--- src/rtl/audio_sequencer_pkg.sv ---
// Shared types and constants for the audio sequencer slice.
// Imported by the interface, the priority picker and the sequencer top.
package audio_sequencer_pkg;

  typedef enum logic [1:0] {
    CLIP_CHOMP = 2'd0,
    CLIP_INTRO = 2'd1,
    CLIP_DEATH = 2'd2
  } clip_t;

  typedef enum logic {
    SEQ_IDLE = 1'b0,
    SEQ_PLAY = 1'b1
  } seq_state_t;

  localparam logic [7:0] SAMPLE_SILENCE = 8'h80;

  localparam int DEF_NUM_CLIPS = 3;
  localparam int DEF_ADDR_W    = 16;
  localparam int DEF_CLIP_W    = 2;

  // A clip needs at least two samples and must fit inside the ROM address space.
  function automatic logic clip_len_ok(input int len, input int addr_w);
    return (len >= 2) && (longint'(len) <= (longint'(1) << addr_w));
  endfunction

endpackage

--- src/rtl/audio_sequencer_if.sv ---
// Request/ROM/PWM bundle of the audio sequencer; the slave modport is the sequencer.
// Defining AUDIO_VOLUME_EN adds the 4-bit volume input.
interface audio_sequencer_if #(
  parameter int NUM_CLIPS = 3,
  parameter int ADDR_W    = 16,
  parameter int CLIP_W    = 2
);

  logic                 sample_tick;
  logic [NUM_CLIPS-1:0] req;
  logic [NUM_CLIPS-1:0] loop;
  logic                 stop;
  logic [7:0]           rom_data;
`ifdef AUDIO_VOLUME_EN
  logic [3:0]           volume;
`endif
  logic [CLIP_W-1:0]    rom_sel;
  logic [ADDR_W-1:0]    rom_addr;
  logic [7:0]           sample_out;
  logic                 busy;
  logic [CLIP_W-1:0]    active_clip;
  logic                 done;

`ifdef AUDIO_VOLUME_EN
  modport master (
    output sample_tick, req, loop, stop, rom_data, volume,
    input  rom_sel, rom_addr, sample_out, busy, active_clip, done
  );
  modport slave (
    input  sample_tick, req, loop, stop, rom_data, volume,
    output rom_sel, rom_addr, sample_out, busy, active_clip, done
  );
`else
  modport master (
    output sample_tick, req, loop, stop, rom_data,
    input  rom_sel, rom_addr, sample_out, busy, active_clip, done
  );
  modport slave (
    input  sample_tick, req, loop, stop, rom_data,
    output rom_sel, rom_addr, sample_out, busy, active_clip, done
  );
`endif

endinterface

--- src/rtl/audio_sequencer_prio_pick.sv ---
// Highest-set-index encoder over the pending request vector.
// The top uses it both to choose a clip from IDLE and to decide on preemption.
module audio_prio_pick
  import audio_sequencer_pkg::*;
#(
  parameter int N = DEF_NUM_CLIPS,
  parameter int W = DEF_CLIP_W
) (
  input  logic [N-1:0] vec,
  output logic         valid,
  output logic [W-1:0] idx
);

  always_comb begin
    valid = 1'b0;
    idx   = '0;
    for (int i = 0; i < N; i++) begin
      if (vec[i]) begin
        valid = 1'b1;
        idx   = W'(i);
      end
    end
  end

endmodule

--- src/rtl/audio_sequencer.sv ---
// Clip sequencer: arbitrates play requests, walks the shared clip ROM on each
// sample strobe and hands samples to the pwm block. Optional macro: AUDIO_VOLUME_EN.
module audio_sequencer
  import audio_sequencer_pkg::*;
#(
  parameter int NUM_CLIPS           = DEF_NUM_CLIPS,
  parameter int ADDR_W              = DEF_ADDR_W,
  parameter int CLIP_W              = DEF_CLIP_W,
  parameter int CLIP_LEN[NUM_CLIPS] = '{5736, 12280, 33736}
) (
  input  logic             clk_25MHZ,
  input  logic             rst_n,
  audio_sequencer_if.slave bus
);

  for (genvar g = 0; g < NUM_CLIPS; g++) begin : g_len_check
    if (!clip_len_ok(CLIP_LEN[g], ADDR_W)) begin : g_bad_len
      $error("audio_sequencer: CLIP_LEN[%0d] must be within 2..2**ADDR_W", g);
    end
  end

  seq_state_t           state_q, state_d;
  logic [NUM_CLIPS-1:0] pending_q, pending_d;
  logic                 primed_q, primed_d;
  logic                 tick_hold_q, tick_hold_d;
  logic [CLIP_W-1:0]    rom_sel_q, rom_sel_d;
  logic [ADDR_W-1:0]    rom_addr_q, rom_addr_d;
  logic [CLIP_W-1:0]    active_clip_q, active_clip_d;
  logic [7:0]           sample_out_q, sample_out_d;
  logic                 done_q, done_d;

  logic [NUM_CLIPS-1:0] pend_eff;
  logic                 pick_valid;
  logic [CLIP_W-1:0]    pick_idx;
  logic [ADDR_W-1:0]    last_addr;
  logic                 loop_k;
  logic                 tick_eff;
  logic                 start;
  logic                 service;
  logic                 at_end;
  logic                 finish;
  logic                 start_taken;
  logic [7:0]           sample_val;

  assign pend_eff = pending_q | bus.req;
  assign tick_eff = bus.sample_tick | tick_hold_q;

  audio_prio_pick #(
    .N (NUM_CLIPS),
    .W (CLIP_W)
  ) u_pick (
    .vec   (pend_eff),
    .valid (pick_valid),
    .idx   (pick_idx)
  );

  always_comb begin
    last_addr = '0;
    loop_k    = 1'b0;
    for (int i = 0; i < NUM_CLIPS; i++) begin
      if (active_clip_q == CLIP_W'(i)) begin
        last_addr = ADDR_W'(CLIP_LEN[i] - 1);
        loop_k    = bus.loop[i];
      end
    end
  end

`ifdef AUDIO_VOLUME_EN
  logic signed [8:0] centered;
  logic signed [5:0] gain;

  // Scale around the silence midpoint; gain of 16 followed by >>>4 is an exact pass-through.
  always_comb begin
    centered   = $signed({1'b0, bus.rom_data}) - 9'sd128;
    gain       = $signed({2'b00, bus.volume}) + 6'sd1;
    sample_val = 8'((14'(centered) * 14'(gain)) >>> 4) + SAMPLE_SILENCE;
  end
`else
  assign sample_val = bus.rom_data;
`endif

  assign at_end  = (rom_addr_q == last_addr);
  assign start   = pick_valid && ((state_q == SEQ_IDLE) || (pick_idx >= active_clip_q));
  assign service = (state_q == SEQ_PLAY) && primed_q && tick_eff;
  assign finish  = service && at_end && !loop_k;

  // Precedence: stop, natural end of clip, start/preempt, then ordinary tick handling.
  always_comb begin
    state_d       = state_q;
    pending_d     = pend_eff;
    tick_hold_d   = tick_hold_q;
    rom_sel_d     = rom_sel_q;
    rom_addr_d    = rom_addr_q;
    active_clip_d = active_clip_q;
    sample_out_d  = sample_out_q;
    done_d        = 1'b0;
    start_taken   = 1'b0;

    if (bus.stop) begin
      state_d      = SEQ_IDLE;
      pending_d    = '0;
      tick_hold_d  = 1'b0;
      sample_out_d = SAMPLE_SILENCE;
    end else if (finish) begin
      sample_out_d = sample_val;
      done_d       = 1'b1;
      state_d      = SEQ_IDLE;
      tick_hold_d  = 1'b0;
    end else if (start) begin
      state_d       = SEQ_PLAY;
      rom_sel_d     = pick_idx;
      active_clip_d = pick_idx;
      rom_addr_d    = '0;
      pending_d     = pend_eff & ~(NUM_CLIPS'(1) << pick_idx);
      tick_hold_d   = tick_eff;
      start_taken   = 1'b1;
    end else if (state_q == SEQ_IDLE) begin
      tick_hold_d = 1'b0;
      if (bus.sample_tick) begin
        sample_out_d = SAMPLE_SILENCE;
      end
    end else if (service) begin
      sample_out_d = sample_val;
      tick_hold_d  = tick_hold_q & bus.sample_tick;
      rom_addr_d   = at_end ? '0 : rom_addr_q + 1'b1;
    end else if (tick_eff) begin
      tick_hold_d = 1'b1;
    end

    state_d  = state_d;
    primed_d = !start_taken && (rom_sel_d == rom_sel_q) && (rom_addr_d == rom_addr_q);
  end

  always_ff @(posedge clk_25MHZ or negedge rst_n) begin
    if (!rst_n) begin
      state_q       <= SEQ_IDLE;
      pending_q     <= '0;
      primed_q      <= 1'b0;
      tick_hold_q   <= 1'b0;
      rom_sel_q     <= '0;
      rom_addr_q    <= '0;
      active_clip_q <= '0;
      sample_out_q  <= SAMPLE_SILENCE;
      done_q        <= 1'b0;
    end else begin
      state_q       <= state_d;
      pending_q     <= pending_d;
      primed_q      <= primed_d;
      tick_hold_q   <= tick_hold_d;
      rom_sel_q     <= rom_sel_d;
      rom_addr_q    <= rom_addr_d;
      active_clip_q <= active_clip_d;
      sample_out_q  <= sample_out_d;
      done_q        <= done_d;
    end
  end

  assign bus.rom_sel     = rom_sel_q;
  assign bus.rom_addr    = rom_addr_q;
  assign bus.active_clip = active_clip_q;
  assign bus.sample_out  = sample_out_q;
  assign bus.done        = done_q;
  assign bus.busy        = (state_q == SEQ_PLAY);

endmodule
--- src/flat_wrapper.sv ---
// flat-port wrapper written by rule: the top's interface ports become plain ports
module audio_sequencer_flat import audio_sequencer_pkg::*;
#(
  parameter int NUM_CLIPS           = DEF_NUM_CLIPS,
  parameter int ADDR_W              = DEF_ADDR_W,
  parameter int CLIP_W              = DEF_CLIP_W,
  parameter int CLIP_LEN[NUM_CLIPS] = '{5736, 12280, 33736}
)
  (clk_25MHZ, rst_n, bus_sample_tick, bus_req, bus_loop, bus_stop, bus_rom_data, bus_rom_sel, bus_rom_addr, bus_sample_out, bus_busy, bus_active_clip, bus_done);
  audio_sequencer_if #(.NUM_CLIPS(NUM_CLIPS), .ADDR_W(ADDR_W), .CLIP_W(CLIP_W)) bus_i ();
  input  logic clk_25MHZ;
  input  logic rst_n;
  input wire logic [$bits(bus_i.sample_tick)-1:0] bus_sample_tick;
  input wire logic [$bits(bus_i.req)-1:0] bus_req;
  input wire logic [$bits(bus_i.loop)-1:0] bus_loop;
  input wire logic [$bits(bus_i.stop)-1:0] bus_stop;
  input wire logic [$bits(bus_i.rom_data)-1:0] bus_rom_data;
  output wire logic [$bits(bus_i.rom_sel)-1:0] bus_rom_sel;
  output wire logic [$bits(bus_i.rom_addr)-1:0] bus_rom_addr;
  output wire logic [$bits(bus_i.sample_out)-1:0] bus_sample_out;
  output wire logic [$bits(bus_i.busy)-1:0] bus_busy;
  output wire logic [$bits(bus_i.active_clip)-1:0] bus_active_clip;
  output wire logic [$bits(bus_i.done)-1:0] bus_done;
  assign bus_i.sample_tick = bus_sample_tick;
  assign bus_i.req = bus_req;
  assign bus_i.loop = bus_loop;
  assign bus_i.stop = bus_stop;
  assign bus_i.rom_data = bus_rom_data;
  assign bus_rom_sel = bus_i.rom_sel;
  assign bus_rom_addr = bus_i.rom_addr;
  assign bus_sample_out = bus_i.sample_out;
  assign bus_busy = bus_i.busy;
  assign bus_active_clip = bus_i.active_clip;
  assign bus_done = bus_i.done;
  audio_sequencer #(.NUM_CLIPS(NUM_CLIPS), .ADDR_W(ADDR_W), .CLIP_W(CLIP_W), .CLIP_LEN(CLIP_LEN)) u_core (.clk_25MHZ(clk_25MHZ), .rst_n(rst_n), .bus(bus_i));
endmodule
--- config.mk ---
export PLATFORM = sky130hd
export DESIGN_NAME = audio_sequencer_flat
export DESIGN_NICKNAME = d
export VERILOG_FILES = /design/src/rtl/audio_sequencer_pkg.sv /design/src/rtl/audio_sequencer_if.sv /design/src/rtl/audio_sequencer_prio_pick.sv /design/src/rtl/audio_sequencer.sv /design/src/flat_wrapper.sv
export SDC_FILE = /design/constraint.sdc
export NUM_CORES = 1
export LEC_CHECK = 0
export CORE_UTILIZATION = 50
export DETAILED_ROUTE_END_ITERATION = 8
export HOLD_SLACK_MARGIN = 0.05
export PLACE_DENSITY_LB_ADDON = 0.15
export SYNTH_ARGS = -nofsm -noshare
export SYNTH_HDL_FRONTEND = slang
export SYNTH_SLANG_ARGS = --single-unit
--- constraint.sdc ---
create_clock -name clk_25MHZ -period 3.5 [get_ports clk_25MHZ]
set_clock_uncertainty 0.2 [all_clocks]
set_input_delay 0.7 -clock clk_25MHZ [delete_from_list [all_inputs] [get_ports clk_25MHZ]]
set_output_delay 0.7 -clock clk_25MHZ [all_outputs]
set_load 0.005 [all_outputs]
* After elaboration in Yosys (flattened, before gate mapping)
Cells that the tools add are included.
Storage, ports and cells: logic and storage cells 86, output and inout bits 30, register bits 35
Cells by class: shifts and indexed selects 1, reductions and logical operators 15, equal/unequal tests 8, $lt $le $gt $ge 1, bitwise operators 8, mux-type cells 43, add/sub/neg operators 1
Operators by type and width (count):
- 16-bit 2-to-1 mux | 8
- 8-bit 2-to-1 mux | 6
- 16-bit == test | 2
- 1-bit 2-to-1 mux | 21
- 16-bit by 1-bit adder with 16-bit output (second input constant) | 1
- 13-bit 2-to-1 mux | 1
- 3-bit 2-to-1 mux | 3
- 2-bit 2-to-1 mux | 4
- 1-bit logical AND | 7
- 6-bit != test (second input constant) | 1
- 3-bit AND reduction | 2
- 4-bit != test (second input constant) | 1
- 4-bit nonzero test | 1
- 3-bit AND | 1
- 3-bit != test (second input constant) | 1
- 1-bit inverter | 3
- 3-bit inverter | 1
- 3-bit bitwise OR | 1
- 3-bit nonzero test | 1
- 1-bit by 2-bit left shift with 3-bit output (first input constant) | 1
- 2-bit by 1-bit == test with 1-bit output (second input constant) | 1
- 2-bit == test | 1
- 2-bit == test (second input constant) | 1
- 2-bit greater-or-equal comparator | 1
- 5 further kinds | 6

* Depth between registers and ports, before layout
depth in word-level cells 13, depth in mapped cells 10

* By module
A second synthesis with hierarchy kept.
Second synthesis, totals: cells, all modules 227, area total of the unflattened synthesis 2072.0 um2
By module, submodules not included:
- audio_sequencer | cells each 224, sequential area each 877.1 um2, times used 1, area each 2052.0 um2
- audio_prio_pick | cells each 3, sequential area each 0.0 um2, times used 1, area each 20.0 um2

* Worst setup path after synthesis
No wires, ideal clock.
path type input to register, start in bus_req[2], end reg u_core.sample_out_q[7] (netlist: u_core.bus.sample_out[7]), data arrival time 2.651 ns, library setup time 0.085 ns, required time 3.215 ns, stages 9, path slack 0.565 ns, buffers on the path 0, cells stage by stage nor2_1 -> o21ai_0 -> ha_1 -> nand2b_1 -> a211o_1 -> and2_1 -> o31ai_2 -> a221oi_4 -> mux2_1
Between the ends: cells in the longest elaborated chain, start to end 7, elaborated cells on any way between the ends 8, classes of those cells 1 x order compare; 1 x eq/ne; 2 x mux; 1 x bitwise; 3 x reduce/logical
Ends and longest elaborated chain:
- start: declaration | line flat_wrapper.sv:14 | input wire logic [$bits(bus_i.req)-1:0] bus_req;
- 3-bit bitwise OR * | line audio_sequencer.sv:45 | assign pend_eff = pending_q | bus.req;
- 2-bit 2-to-1 mux | line audio_sequencer_prio_pick.sv:18 | if (vec[i]) begin
- 2-bit greater-or-equal comparator | line audio_sequencer.sv:83 | assign start = pick_valid && ((state_q == SEQ_IDLE) || (pick_idx >= active_clip_q));
- 1-bit logical OR | line audio_sequencer.sv:83
- 1-bit logical AND * | line audio_sequencer.sv:83
- 3-bit != test (no source line) *
- 3-bit AND reduction (no source line) *
- end signal: assignment | line audio_sequencer.sv:153 | sample_out_q <= sample_out_d;
- end: declaration | line audio_sequencer.sv:29 | logic [7:0] sample_out_q, sample_out_d;
Mark *: on every way between the ends. The rest lies on a longest branch, timed or not. A chain may end at the register's enable or synchronous reset.

* Worst setup path in the final report
start reg u_core.active_clip_q[0] (netlist: u_core.bus.active_clip[0]), end reg u_core.active_clip_q[1] (netlist: u_core.bus.active_clip[1])
Between the ends: cells in the longest elaborated chain, start to end 9, elaborated cells on any way between the ends 18, classes of those cells 1 x order compare; 3 x eq/ne; 6 x mux; 1 x bitwise; 7 x reduce/logical
Ends and longest elaborated chain:
- start: declaration | line audio_sequencer.sv:28 | logic [CLIP_W-1:0] active_clip_q, active_clip_d;
- start signal: assignment | line audio_sequencer.sv:152 | active_clip_q <= active_clip_d;
- 2-bit logical NOT | line audio_sequencer.sv:61 | if (active_clip_q == CLIP_W'(i)) begin
- 13-bit 2-to-1 mux | line audio_sequencer.sv:61
- 16-bit 2-to-1 mux (2 in series) | line audio_sequencer.sv:61
- 16-bit == test | line audio_sequencer.sv:82 | assign at_end = (rom_addr_q == last_addr);
- 1-bit logical AND (2 in series) | line audio_sequencer.sv:85 | assign finish = service && at_end && !loop_k;
- 1-bit inverter (no source line)
- 3-bit AND reduction (no source line) *
Marked as above.

==> impl_metrics.ini <==
[logic_synthesis]
synth_cell_type_count = 51
synth_ff_type = dfrtp_1
syn-num-nets = 244
syn_area_sq_mm = 0.00209
yosys_warnings = 0
synthArstFlopShare = 1.00
synth_edf_count = 0
ys_seq_area_frac = 0.420
synthCells = 218
syn-mean-instance-area_sq_um = 9.59
synth_seq_cells = 35

[setup_path]
r2r_cells = 8
ff2ff_setup_slack_ns = 0.46
crit_family = simple AND/OR/NAND/NOR gates
r2r-end = u_core.bus.active_clip[1]
path_cells = inv_1 > ha_1 > or3_1 > a22oi_1 > and4_1 > a31o_4 > nor2_1 > o22a_1
critPathLaunchType = flip-flop
cp_data_required_time_ns = 3.49
max_stage_delay_ns = 0.48
cp_slowest_cell = and4_1
path_buf_inv = 1
endpoint_kind = flip-flop
r2r-start = u_core.bus.active_clip[0]
crit_type = reg -> reg
crit_fanout = 23
worstPathArrival_ns = 3.03

[drt]
viasPerCell = 5.78
routedLengthMet1_microns = 2320
drtPass1Iterations = 4
antenna_left = 0
wl_met2_microns = 2400
vias = 1860
routed_wl_microns = 4990
drcViolationCount = 0
drtIter0Drc = 82
drt-wirelength-per-cell_microns = 15.5
wl_met3_microns = 229
top_layer_used = met4

[pwr]
leakage_nw = 1.19
p_per_area_mw_per_mm2 = 409
internal_power_uw = 802
combPwrFrac = 0.250
power_switching_uw = 318
pwr-share-seq = 0.405
clock_power_share = 0.344
ir_worst_vdd_uv = 354
swShare = 0.284

[cts]
clockRootBuffer = clkbuf_8
cts_buffers = 5
cts_num_sinks = 35
clockBufferDepth = 2
clock_latency_ns = 0.30
clkTransAtPathRegs_ns = 0.08
cts_tree = done
cts_setup_buffers = 0
cts_resized = 0
h-tree-depth = 2
cts_hold_buf = 0

[die]
start_util = 0.523
fp.dieH_microns = 66.7
die_area_sq_mm = 0.00444
pin_count = 48
die_w_microns = 66.7
num_rows = 23
core-area_sq_mm = 0.00400

[cells_and_area]
seqCellArea_sq_um = 877
fillers = 341
num-nets-final = 297
stdcell_area_sq_mm = 0.00274
final_common_cell = clkdlybuf4s50_1
multi_input_area_sq_mm = 0.00111
final-instance-count-excl-fill = 322
mostFrequentLayoutCells = clkdlybuf4s50_1 (47), dfrtp_1 (34), nand2_1 (26), nor2_1 (15), inv_1 (14)
area.growth.synth_to_final_pct = 30.8
final_layout_size_suffix_gt1_frac = 0.0882
fin_util = 0.684
antenna_cells = 0

[timing]
drv_slew = 0
fin_crit_ns = 3.04
tightest_slew_ns = 0.528
timing.hold.ws_ns = 0.315
fmax_mhz = 329
fin_crit_sh = 0.869
maxSlewHeadroom = 0.647
final_hold_viol_count = 0
rsz0062_at_grt = no
setup_viol_count_final = 0
setup-tns-final_ns = 0

[min_path]
hold_path.class = reg -> reg
worstHoldStart = u_core.bus.rom_sel[1]
min_to = u_core.bus.rom_sel[1]
hold_path_depth = 1

[flow_run]
cap_viol_max_count = 0

[placement]
dpl.hpwl_microns = 3510
dp.cells = 314
io_buffers = 47
postPlaceCellArea_sq_mm = 0.00262
place.gp.congestion = 0.812

[global_routing]
antenna_found_initial = 0
grt_pass1_vias = 1776
grt_usage = 0.254
grt-ovfl-total = 0
grt_first_pass_wirelength_microns = 8550
grt_start_max_net_pins = 36

[run_status]
outcome = finished, final reports clean
[metrics by stage]
stage	setup slack, ns	power, mW
floorplan	0.565	0.630
global placement	0.284	0.736
detailed placement	0.227	0.742
CTS	0.483	1.13
global route	0.309	1.18
finish	0.460	1.12
[metal layers]
layer  vias to the layer above  global-route usage
li1                        899                   -
met1                       904               0.341
met2                        51               0.408
met3                         6              0.0548
met4                         0              0.0691
met5                         -                   0
[layout make-up]
type / count / area share
inverter: 14 / 0.0192
tap: 50 / 0.0229
multi-input combinational: 162 / 0.406
clock inverter: 2 / 0.0128
sequential: 35 / 0.321
clock buffer: 6 / 0.0302
timing repair buffer: 53 / 0.188
[flip-flops by register name, indices dropped and copies added, names as in the netlist]
register / count
u_core.bus.busy: 1
u_core.primed_q: 1
u_core.pending_q: 3
u_core.bus.rom_addr: 16
u_core.tick_hold_q: 1
u_core.bus.rom_sel: 2
u_core.bus.sample_out: 8
u_core.bus.active_clip: 2
u_core.bus.done: 1
[synth_stat cells (2+ instances only)]
cell type | instances | share of area
a21o_1 | 3 | 0.011
nand4_1 | 8 | 0.024
nand2b_1 | 3 | 0.0090
nand2_1 | 26 | 0.047
and3_1 | 5 | 0.015
nor4_1 | 2 | 0.0060
and4_1 | 3 | 0.013
ha_1 | 8 | 0.048
o21ai_1 | 2 | 0.0048
nand3_1 | 9 | 0.022
and2_1 | 3 | 0.0090
or3_1 | 4 | 0.012
o22a_1 | 2 | 0.0084
o31ai_1 | 2 | 0.0072
xnor2_1 | 5 | 0.021
buf_2 | 2 | 0.0048
a21oi_1 | 5 | 0.012
nand3b_1 | 2 | 0.0072
nor2_1 | 15 | 0.027
mux2i_1 | 10 | 0.048
o21ai_0 | 10 | 0.024
a211oi_1 | 5 | 0.018
buf_6 | 3 | 0.016
inv_1 | 14 | 0.025
a311oi_1 | 2 | 0.0084
nor3_1 | 2 | 0.0048
dfrtp_1 | 34 | 0.41
a22o_1 | 5 | 0.021
buf_1 | 2 | 0.0036
[power by group through the flow]
stage | Clock [mW] | Sequential (mW) | Combinational [mW]
floorplan | 0 | 0.457 | 0.172
global placement | 0 | 0.461 | 0.275
detailed placement | 0 | 0.462 | 0.280
CTS | 0.389 | 0.454 | 0.282
global route | 0.406 | 0.458 | 0.311
finish | 0.386 | 0.454 | 0.280
[cells by family (layout without fill, tap and decap cells)]
| group | count (synthesis) | in the layout | synth area share |
|---|---|---|---|
| buffers and inverters | 21 | 75 | 0.0497 |
| XOR/XNOR | 6 | 6 | 0.0251 |
| AND/OR/NAND/NOR | 87 | 87 | 0.217 |
| adder cells (fa/ha/maj) | 8 | 8 | 0.0479 |
| multiplexers | 12 | 12 | 0.0586 |
| AO/OA/AOI/OAI | 49 | 49 | 0.183 |
| flip-flops | 35 | 35 | 0.420 |
[worst max path at each step]
stage                                            to                      start  cells past startpoint  slack [ns]
after floorplan            u_core.bus.sample_out[7]                 bus_req[2]                      9        0.56
after global placement      u_core.bus.rom_addr[13]                 bus_req[2]                     11        0.28
after detailed placement    u_core.bus.rom_addr[13]                 bus_req[2]                     11        0.23
after CTS                 u_core.bus.active_clip[1]  u_core.bus.active_clip[0]                      8        0.48
after global routing      u_core.bus.active_clip[1]  u_core.bus.active_clip[0]                      8        0.31
final                     u_core.bus.active_clip[1]  u_core.bus.active_clip[0]                      8        0.46
(Power assumes the default switching activity.)
